===== config.mk =====
export PLATFORM = sky130hd
export DESIGN_NAME = reg_loader_flat
export DESIGN_NICKNAME = d
export VERILOG_FILES = /design/src/rtl/reg_loader_if.sv /design/src/rtl/reg_loader.sv /design/src/flat_wrapper.sv
export SDC_FILE = /design/constraint.sdc
export NUM_CORES = 1
export LEC_CHECK = 0
export ABC_AREA = 1
export CORE_AREA = 2 2 73 75
export DETAILED_ROUTE_END_ITERATION = 6
export DIE_AREA = 0 0 75 77
export PLACE_DENSITY = 0.72
export SETUP_SLACK_MARGIN = 0.2
export SLEW_MARGIN = 5
export SYNTH_ARGS = -nofsm -noshare
export SYNTH_HDL_FRONTEND = slang
export SYNTH_SLANG_ARGS = --single-unit

===== constraint.sdc =====
create_clock -name clk -period 1.2 [get_ports clk]
set_input_delay 0.3 -clock clk [delete_from_list [all_inputs] [get_ports clk]]
set_output_delay 0.3 -clock clk [all_outputs]
set_load 0.02 [all_outputs]

===== src/rtl/reg_loader_if.sv =====
// Byte-stream command/response bus plus register-file read/write port for reg_loader.
// slave  : the loader side (consumes in_*, produces out_*, drives the regfile write port and read index).
// master : the environment side (byte source/sink and register file).
interface reg_loader_if #(
    parameter int unsigned DATA_W = 16
);
    logic [7:0]        in_data;
    logic              in_valid;
    logic              in_ready;
    logic [7:0]        out_data;
    logic              out_valid;
    logic              out_ready;
    logic              we;
    logic [2:0]        c_index;
    logic [DATA_W-1:0] d_input;
    logic [2:0]        a_index;
    logic [DATA_W-1:0] a_output;
    logic              busy;

    modport slave (
        input  in_data, in_valid, out_ready, a_output,
        output in_ready, out_data, out_valid, we, c_index, d_input, a_index, busy
    );

    modport master (
        output in_data, in_valid, out_ready, a_output,
        input  in_ready, out_data, out_valid, we, c_index, d_input, a_index, busy
    );
endinterface


===== src/rtl/reg_loader.sv =====
// Command decoder that turns a byte stream into register-file writes and reads.
// Write: header (bit7=1, bits2:0 index), data high byte, data low byte -> one-cycle we pulse.
// Read : header (bit7=0, bits2:0 index) -> two response bytes, high first, on out_*.
// Ports: clk, reset (synchronous, active-high), bus (reg_loader_if.slave).
module reg_loader #(
    parameter int unsigned DATA_W = 16
) (
    input  logic         clk,
    input  logic         reset,
    reg_loader_if.slave  bus
);
    localparam int unsigned BYTE_W = 8;
    localparam int unsigned IDX_W  = 3;

    typedef enum logic [2:0] {
        IDLE,
        WR_HI,
        WR_LO,
        WR_COMMIT,
        RD_FETCH,
        RD_HI,
        RD_LO
    } state_e;

    state_e              state_q, state_d;
    logic [IDX_W-1:0]    idx_q, idx_d;
    logic [BYTE_W-1:0]   hi_q, hi_d;
    logic [BYTE_W-1:0]   lo_q, lo_d;
    logic [DATA_W-1:0]   rsp_q, rsp_d;
    logic                we_q, we_d;
    logic [IDX_W-1:0]    c_index_q, c_index_d;
    logic [DATA_W-1:0]   d_input_q, d_input_d;
    logic                out_valid_q, out_valid_d;
    logic [BYTE_W-1:0]   out_data_q, out_data_d;
    logic                in_ready_c;
    logic                in_fire_c;

    // Input is accepted only in the byte-collecting states and never during reset.
    assign in_ready_c = !reset && ((state_q == IDLE) || (state_q == WR_HI) || (state_q == WR_LO));
    assign in_fire_c  = bus.in_valid && in_ready_c;

    // Next-state and registered-output computation.
    always_comb begin
        state_d     = state_q;
        idx_d       = idx_q;
        hi_d        = hi_q;
        lo_d        = lo_q;
        rsp_d       = rsp_q;
        we_d        = 1'b0;
        c_index_d   = c_index_q;
        d_input_d   = d_input_q;
        out_valid_d = 1'b0;
        out_data_d  = out_data_q;

        case (state_q)
            IDLE: begin
                if (in_fire_c) begin
                    idx_d   = bus.in_data[IDX_W-1:0];
                    state_d = bus.in_data[BYTE_W-1] ? WR_HI : RD_FETCH;
                end
            end
            WR_HI: begin
                if (in_fire_c) begin
                    hi_d    = bus.in_data;
                    state_d = WR_LO;
                end
            end
            WR_LO: begin
                // Write-port outputs are set up here so they are registered in WR_COMMIT.
                if (in_fire_c) begin
                    lo_d      = bus.in_data;
                    state_d   = WR_COMMIT;
                    we_d      = 1'b1;
                    c_index_d = idx_q;
                    d_input_d = DATA_W'({hi_q, bus.in_data});
                end
            end
            WR_COMMIT: begin
                state_d = IDLE;
            end
            RD_FETCH: begin
                // a_index already carries the latched index, so a_output is valid now.
                rsp_d       = bus.a_output;
                state_d     = RD_HI;
                out_valid_d = 1'b1;
                out_data_d  = bus.a_output[DATA_W-1 -: BYTE_W];
            end
            RD_HI: begin
                out_valid_d = 1'b1;
                if (bus.out_ready) begin
                    state_d    = RD_LO;
                    out_data_d = rsp_q[BYTE_W-1:0];
                end
            end
            RD_LO: begin
                if (bus.out_ready) begin
                    state_d = IDLE;
                end else begin
                    out_valid_d = 1'b1;
                end
            end
            default: begin
                state_d = IDLE;
            end
        endcase
    end

    // State and output registers.
    always_ff @(posedge clk) begin
        if (reset) begin
            state_q     <= IDLE;
            idx_q       <= '0;
            hi_q        <= '0;
            lo_q        <= '0;
            rsp_q       <= '0;
            we_q        <= 1'b0;
            c_index_q   <= '0;
            d_input_q   <= '0;
            out_valid_q <= 1'b0;
            out_data_q  <= '0;
        end else begin
            state_q     <= state_d;
            idx_q       <= idx_d;
            hi_q        <= hi_d;
            lo_q        <= lo_d;
            rsp_q       <= rsp_d;
            we_q        <= we_d;
            c_index_q   <= c_index_d;
            d_input_q   <= d_input_d;
            out_valid_q <= out_valid_d;
            out_data_q  <= out_data_d;
        end
    end

    assign bus.in_ready  = in_ready_c;
    assign bus.busy      = (state_q != IDLE);
    assign bus.we        = we_q;
    assign bus.c_index   = c_index_q;
    assign bus.d_input   = d_input_q;
    assign bus.a_index   = idx_q;
    assign bus.out_valid = out_valid_q;
    assign bus.out_data  = out_data_q;
endmodule


===== src/flat_wrapper.sv =====
// flat-port wrapper written by rule: the top's interface ports become plain ports
module reg_loader_flat 
#(
    parameter int unsigned DATA_W = 16
)
  (clk, reset, bus_in_data, bus_in_valid, bus_out_ready, bus_a_output, bus_in_ready, bus_out_data, bus_out_valid, bus_we, bus_c_index, bus_d_input, bus_a_index, bus_busy);
  reg_loader_if #(.DATA_W(DATA_W)) bus_i ();
  input  logic clk;
  input  logic reset;
  input wire logic [$bits(bus_i.in_data)-1:0] bus_in_data;
  input wire logic [$bits(bus_i.in_valid)-1:0] bus_in_valid;
  input wire logic [$bits(bus_i.out_ready)-1:0] bus_out_ready;
  input wire logic [$bits(bus_i.a_output)-1:0] bus_a_output;
  output wire logic [$bits(bus_i.in_ready)-1:0] bus_in_ready;
  output wire logic [$bits(bus_i.out_data)-1:0] bus_out_data;
  output wire logic [$bits(bus_i.out_valid)-1:0] bus_out_valid;
  output wire logic [$bits(bus_i.we)-1:0] bus_we;
  output wire logic [$bits(bus_i.c_index)-1:0] bus_c_index;
  output wire logic [$bits(bus_i.d_input)-1:0] bus_d_input;
  output wire logic [$bits(bus_i.a_index)-1:0] bus_a_index;
  output wire logic [$bits(bus_i.busy)-1:0] bus_busy;
  assign bus_i.in_data = bus_in_data;
  assign bus_i.in_valid = bus_in_valid;
  assign bus_i.out_ready = bus_out_ready;
  assign bus_i.a_output = bus_a_output;
  assign bus_in_ready = bus_i.in_ready;
  assign bus_out_data = bus_i.out_data;
  assign bus_out_valid = bus_i.out_valid;
  assign bus_we = bus_i.we;
  assign bus_c_index = bus_i.c_index;
  assign bus_d_input = bus_i.d_input;
  assign bus_a_index = bus_i.a_index;
  assign bus_busy = bus_i.busy;
  reg_loader #(.DATA_W(DATA_W)) u_core (.clk(clk), .reset(reset), .bus(bus_i));
endmodule

==> results.md, run 1 <==
- Startpoint types: flip-flop
- Largest net degree at the start of global routing: 24
- Xor and xnor area share after synthesis: 0%
- Multiplexer share of the synthesized area: 0%
- Ranking of synthesized cells by area: dfxtp_1, nand2_1, nor2_1
- Port bufs: 61
- First-pass GRT wire length: 8200 um
- Switching share of power: 25.4%
- Worst slew pin tran: 228 ps
- Gr ovfl total: 0
- Combinational power share: 19.7%
- Row cnt: 26
- Routability cong.: 0.758
- Total number of vias: 2,063
- Total CTS buffers: 5
- Simple-Gate Fraction of Synth Area: 26.4%
- Critical-path cell list: a21oi_4 -> inv_2 -> nor2_4 -> buf_6
- Layout area overhead: 62.7%
- Setup TNS: -4190 ps
- Seq cells post-synth: 51
- Total iterations of the first detailed-routing run: 4
- Fillers: 431
- I/O pin total: 62
- Design area: 3320 sq um
- Max Cap Viol: 0
- Post-synthesis compound-gate area fraction: 15.0%
- Buffers plus inverters on the worst setup path: 2
- HP Class: flip-flop to flip-flop
- Status: finished, violations left
- 1st-iter DRT viols: 87
- Sequential power share: 45.8%
- GR Util All Layers: 18.2%
- Worst vdd ir: 0.703 mV
- Worst slew margin: 84.8%
- CP endpoint kind: primary output
- Sink Count: 51
- Arr. time, crit path: 1090 ps
- Vias/cell: 4.69
- Post-synth EDFFs: 0
- Top_reg_cell synth: dfxtp_1
- CP Class: flip-flop to primary output
- Clock power share: 34.5%
- Dpl cell area: 2920 sq um
- CTS tree: built
- Fin worst setup slack: -185 ps
- Layout cell share with drive strength beyond 1: 39.5%
- Hold buffer count at CTS: 0
- Clock slew seen by the registers of the worst setup and hold paths: 90 ps
- H-tree depth: 2
- ANT nets after route: 0
- Syn_area_per_cell: 7.31 sq um
- Starting density of the core: 41.0%
- Yosys Warn Count: 0
- Internal power: 3.02 mW
- Async SR Flop Fraction: 0%
- Post-synthesis adder-cell area fraction: 0%
- Final period utilization: 115%
- Library cells used by synthesis: 21
- Main combinational cell family by area after synthesis: simple AND/OR/NAND/NOR gates
- Post-Syn Nets: 307
- Clk_skew: 9.19 ps
- Setup WS pre-CTS: -600 ps
- Failing checks: setup timing
- Slowest-stage cell, CP: dfxtp_2
- Count leader, synth: nand2_1
- CP peak stage delay: 350 ps
- Worst-skew pair later-pin latency: 300 ps
- Clock Tree Root: clkbuf_8
- Total Die Area: 5780 sq um
- Required @ worst endpoint: 900 ps
- Max clock buf depth: 2
- Leak Pwr: 1.43 nW
- Post-synth top cells: nand2_1, dfxtp_1, nor2_1, a21oi_1, inv_1
- Total placed cells including tap cells: 423
- Layout Cells excl Fill: 440
- Slew Viols, Final: 0
- FMAX: 722 MHz
- Switching Power: 1.03 mW
- Seq/Total Area, Yosys: 50.1%
- Final Setup Violations: 41
- Syn Inst Count: 279
- Final Hold Viols: 0
- Final WL: 5160 um
- Cell Pwr Density: 1220 nW/um^2
- Core Box Area: 4980 sq um
- RSZ-0062 raised after global routing: yes
- Die H: 77 um
- Leading area contributor after synthesis: dfxtp_1
- CP max FO: 3
- ANT cells: 0
- Family with the most delay on the worst path: flip-flops
- Top cell type's share of synthesized area: 50.1%
- Final #Nets: 397
- Vias in the first global route: 1,866
- Post-Synthesis Cell Area: 2040 sq um
- Drt drc: 0
- Die Wd: 75 um
- DR WL/cell: 11.7 um
- Initial antenna violation count: 0
- Placed wire-length estimate: 3430 um
- Final min period: 1390 ps
path summary, 6_finish.rpt:
path | from | cells past startpoint | slack (ps) | end
worst max-delay path | u_core.state_q[0] | 4 | -190 | bus_in_ready
worst min-delay path | u_core.hi_q[5] | 2 | 470 | u_core.bus.d_input[13]
worst max register to register | u_core.state_q[2] | 7 | -160 | u_core.bus.d_input[15]
worst min register to register | u_core.hi_q[5] | 2 | 470 | u_core.bus.d_input[13]
power by group through the flow:
| stage | clock [mW] | combinational [mW] | sequential, mW |
|---|---|---|---|
| final | 1.40 | 0.795 | 1.85 |
| after global routing | 1.49 | 0.863 | 1.87 |
| after CTS | 1.41 | 0.771 | 1.85 |
| after detailed placement | 0 | 0.716 | 1.87 |
| after global placement | 0 | 0.704 | 1.87 |
| after floorplan | 0 | 0.328 | 1.92 |
state kept, by name, summed over array words and instances (netlist names):
register,flops
u_core.bus.c_index,3
u_core.rsp_q,8
u_core.state_q,3
u_core.bus.d_input,16
u_core.bus.we,1
u_core.bus.out_valid,1
u_core.bus.out_data,8
u_core.bus.a_index,3
u_core.hi_q,8
layer usage:
metal	share of wire (%)	GRT usage [%]	up-vias
li1	-	-	1071
met1	43	21.4	931
met4	1.4	5.89	0
met5	0	0	-
met2	50	31.5	52
met3	5.9	4.60	9
repair_timing:
| item | CTS | global route |
|---|---|---|
| pin swaps | 3 | 3 |
| gates resized for setup | 260 | 19 |
| buffers inserted | 0 | 8 |
| endpoints found under the setup margin | 85 | 85 |
| cloned | 1 | 0 |
final cells by class:
| cell class | instances | area [sq um] | share of cell area (%) |
|---|---|---|---|
| inverter | 25 | 104 | 3.13 |
| multi-input combinational | 190 | 951 | 28.7 |
| clock inverter | 2 | 60.1 | 1.81 |
| sequential | 51 | 1070 | 32.3 |
| timing repair buffer | 96 | 971 | 29.3 |
| clock buffer | 6 | 72.6 | 2.19 |
| tap | 70 | 87.6 | 2.64 |
tightest hold or removal path, stage by stage (launching register included):
cell     delay [ps]
dfxtp_1         320
nand2_1          80
a21oi_2          50
cells by family after synthesis:
kind of cell	count (synthesis)
AND/OR/NAND/NOR	131
buffers and inverters	39
AO/OA/AOI/OAI	58
flip-flops	51
through the flow:
| step | hold WS (ps) | power, mW | utilization, % |
|---|---|---|---|
| floorplan | 435 | 2.24 | - |
| detailed placement | 452 | 2.59 | 58.7 |
| finish | 466 | 4.04 | 66.6 |
| CTS | 461 | 4.03 | 64.3 |
| global route | 482 | 4.22 | 66.6 |
| global placement | 447 | 2.57 | 58.7 |
layout by cell type, fill, tap and decap left out, types with 2 or more instances in the layout:
| master | n |
|---|---|
| o21ai_0 | 7 |
| nand4_4 | 2 |
| buf_6 | 37 |
| dfxtp_2 | 33 |
| nand2_1 | 72 |
| dfxtp_4 | 2 |
| dfxtp_1 | 16 |
| inv_4 | 2 |
| nand2_2 | 8 |
| a21oi_1 | 23 |
| nand3_1 | 5 |
| nand4_1 | 2 |
| nand2_4 | 2 |
| inv_1 | 17 |
| bufinv_16 | 2 |
| nor2_2 | 6 |
| buf_4 | 28 |
| nor2_1 | 31 |
| o21ai_1 | 14 |
| a31oi_1 | 8 |
| nor2_4 | 4 |
| clkbuf_8 | 5 |
| clkdlybuf4s50_1 | 26 |
| inv_2 | 5 |
| a21oi_2 | 4 |
| buf_12 | 3 |
No activity file was read; power rests on OpenSTA's default activity.
==> run 2, diff against run 1 <==
--- a/config.mk
+++ b/config.mk
@@ -7,6 +7,7 @@
 export LEC_CHECK = 0
 export ABC_AREA = 1
 export CORE_AREA = 2 2 73 75
+export CTS_BUF_LIST = sky130_fd_sc_hd__clkbuf_4 sky130_fd_sc_hd__clkbuf_8 sky130_fd_sc_hd__clkbuf_16
 export DETAILED_ROUTE_END_ITERATION = 6
 export DIE_AREA = 0 0 75 77
 export PLACE_DENSITY = 0.72
==> run 2 against run 1 <==
  * Sequential share of layout area hardly changed
  * Maximum frequency about the same
  * Combinational power barely moved
  * Largest power group unchanged
  * Sequential power about the same
  * Clock skew down 0.53 ps
  * First-iteration DRC count decreased by 36%
  * Register-to-register slack about the same
  * Critical path depth did not move
  * The run still ends with setup timing left
==> results.md, run 2 (synthesis gave the netlist of run 1 again) <==
- Status: finished, violations left (unchanged)
- Failing checks: setup timing (unchanged)
- Row cnt: 26 (unchanged)
- CTS tree: built (unchanged)
- Worst slew pin tran: 228 ps (about the same)
- Total number of vias: 2,069 (was 2,063)
- Max clock buf depth: 2 (unchanged)
- Routability cong.: 0.758 (unchanged)
- Clock Tree Root: clkbuf_8 (unchanged)
- Commonest non-fill, non-tap cell in the layout: nand2_1 (unchanged)
- Final period utilization: 115% (about the same)
- Max Cap Viol: 0 (unchanged)
- Drt drc: 0 (unchanged)
- Total Die Area: 5780 sq um (unchanged)
- Vias/cell: 4.70 (was 4.69)
- CP max FO: 3 (unchanged)
- Fin worst setup slack: -185 ps (about the same)
- Vias in the first global route: 1,852 (was 1,866)
- CP endpoint kind: primary output (unchanged)
- Slowest-stage cell, CP: dfxtp_2 (unchanged)
- Gr ovfl total: 0 (unchanged)
- CP peak stage delay: 350 ps (about the same)
- Layout Cells excl Fill: 440 (unchanged)
- Final #Nets: 397 (unchanged)
- Hold slack final: 466 ps (about the same)
- RSZ-0062 raised after global routing: yes (unchanged)
- Layout cell share with drive strength beyond 1: 39.7% (was 39.5%)
- CP Class: flip-flop to primary output (unchanged)
- Dpl cell area: 2920 sq um (unchanged)
- Critical-path cell list: a21oi_4 -> inv_2 -> nor2_4 -> buf_6 (unchanged)
- Core Box Area: 4980 sq um (unchanged)
- Largest net degree at the start of global routing: 24 (unchanged)
- Largest register FFs: 16 (unchanged)
- FMAX: 722 MHz (about the same)
- Final Setup Violations: 40 (was 41)
- Buffers plus inverters on the worst setup path: 2 (unchanged)
- First-pass GRT wire length: 8160 um (was 8200 um)
- Slew Viols, Final: 0 (unchanged)
- H-tree depth: 2 (unchanged)
- Port bufs: 61 (unchanged)
- DR WL/cell: 11.7 um (about the same)
- Startpoint types: flip-flop (unchanged)
- Leak Pwr: 1.44 nW (was 1.43 nW)
- Clk_skew: 8.67 ps (was 9.19 ps)
- Worst-skew pair later-pin latency: 300 ps (about the same)
- Arr. time, crit path: 1080 ps (was 1090 ps)
- HP Class: flip-flop to flip-flop (unchanged)
- Final Hold Viols: 0 (unchanged)
- Total power: 4.06 mW (was 4.04 mW)
- Most frequent cells in the layout: nand2_1, buf_6, dfxtp_2 (unchanged)
- Final WL: 5140 um (was 5160 um)
- Clock slew seen by the registers of the worst setup and hold paths: 90 ps (about the same)
- Starting density of the core: 41.0% (unchanged)
- Die H: 77 um (unchanged)
- Die Wd: 75 um (unchanged)
- Family with the most delay on the worst path: flip-flops (unchanged)
- GR Util All Layers: 18.1% (was 18.2%)
- Initial antenna violation count: 0 (unchanged)
- Worst slew margin: 84.8% (about the same)
- Total iterations of the first detailed-routing run: 4 (unchanged)
- 1st-iter DRT viols: 56 (was 87)
- ANT cells: 0 (unchanged)
- Sink Count: 51 (unchanged)
- Cell Pwr Density: 1220 nW/um^2 (about the same)
- Total placed cells including tap cells: 423 (unchanged)
- Worst vdd ir: 0.704 mV (was 0.703 mV)
- I/O pin total: 62 (unchanged)
- Placed wire-length estimate: 3430 um (unchanged)
- Total CTS buffers: 5 (unchanged)
- Required @ worst endpoint: 900 ps (about the same)
- Design area: 3320 sq um (about the same)
- Layout area overhead: 62.9% (was 62.7%)
- Fillers: 431 (unchanged)
- ANT nets after route: 0 (unchanged)
- Final min period: 1380 ps (was 1390 ps)
run 2: changes by cell type in the layout (fill, tap and decap cells not counted):
cell      previous run  this run
clkbuf_1             1         0
clkbuf_4             0         1
run 2: through the flow:
step	worst slack [ps]	util, %	setup TNS (ps)
floorplan	-3.47	-	-31.2
global placement	-566	58.7	-22160
detailed placement	-600	58.7	-24500
CTS	-203	64.4	-3910
global route	-250	66.7	-7820
finish	-185	66.7	-4110
run 2: final timing paths:
check	from	cells after the start	slack [ps]	endpoint
worst max register to register	u_core.state_q[2]	7	-150	u_core.bus.d_input[15]
worst max-delay path	u_core.state_q[0]	4	-180	bus_in_ready
worst min register to register	u_core.bus.d_input[6]	2	470	u_core.bus.d_input[6]
worst min-delay path	u_core.bus.d_input[6]	2	470	u_core.bus.d_input[6]
run 2: final cells by class:
cell class | instances | area, sq um | area share (%)
Multi-Input combinational cell | 190 | 951 | 28.6
Inverter | 25 | 104 | 3.13
Tap cell | 70 | 87.6 | 2.64
Sequential cell | 51 | 1070 | 32.2
Clock buffer | 6 | 76.3 | 2.30
Timing Repair Buffer | 96 | 971 | 29.2
Clock inverter | 2 | 60.1 | 1.81
run 2: repair_timing:
action                                  in CTS  in global routing
hold buffers                                 0                  0
endpoints found under the setup margin      85                 85
pin swaps                                    3                  3
resized for setup                          260                 19
buffers inserted                             0                  8
cloned                                       1                  0
run 2: report_power, final:
group | leakage (nW) | switching, mW | internal (mW) | total [mW]
logic | 0.935 | 0.399 | 0.395 | 0.794
registers | 0.431 | 0.0631 | 1.79 | 1.85
clock network | 0.0688 | 0.561 | 0.856 | 1.42
run 2: worst reg2reg max path, delay by kind of cell, from the launching register on:
kind	cells	cell delay (ps)
buf+inv	3	410
flops	1	370
simple gates	3	360
compound gates	1	140
run 2: layer usage:
layer | up-vias | global-route usage [%] | part of all wire, %
met3 | 9 | 4.60 | 6.1
met5 | - | 0 | 0
met2 | 56 | 31.1 | 50
li1 | 1072 | - | -
met4 | 0 | 5.89 | 1.4
met1 | 932 | 21.5 | 43
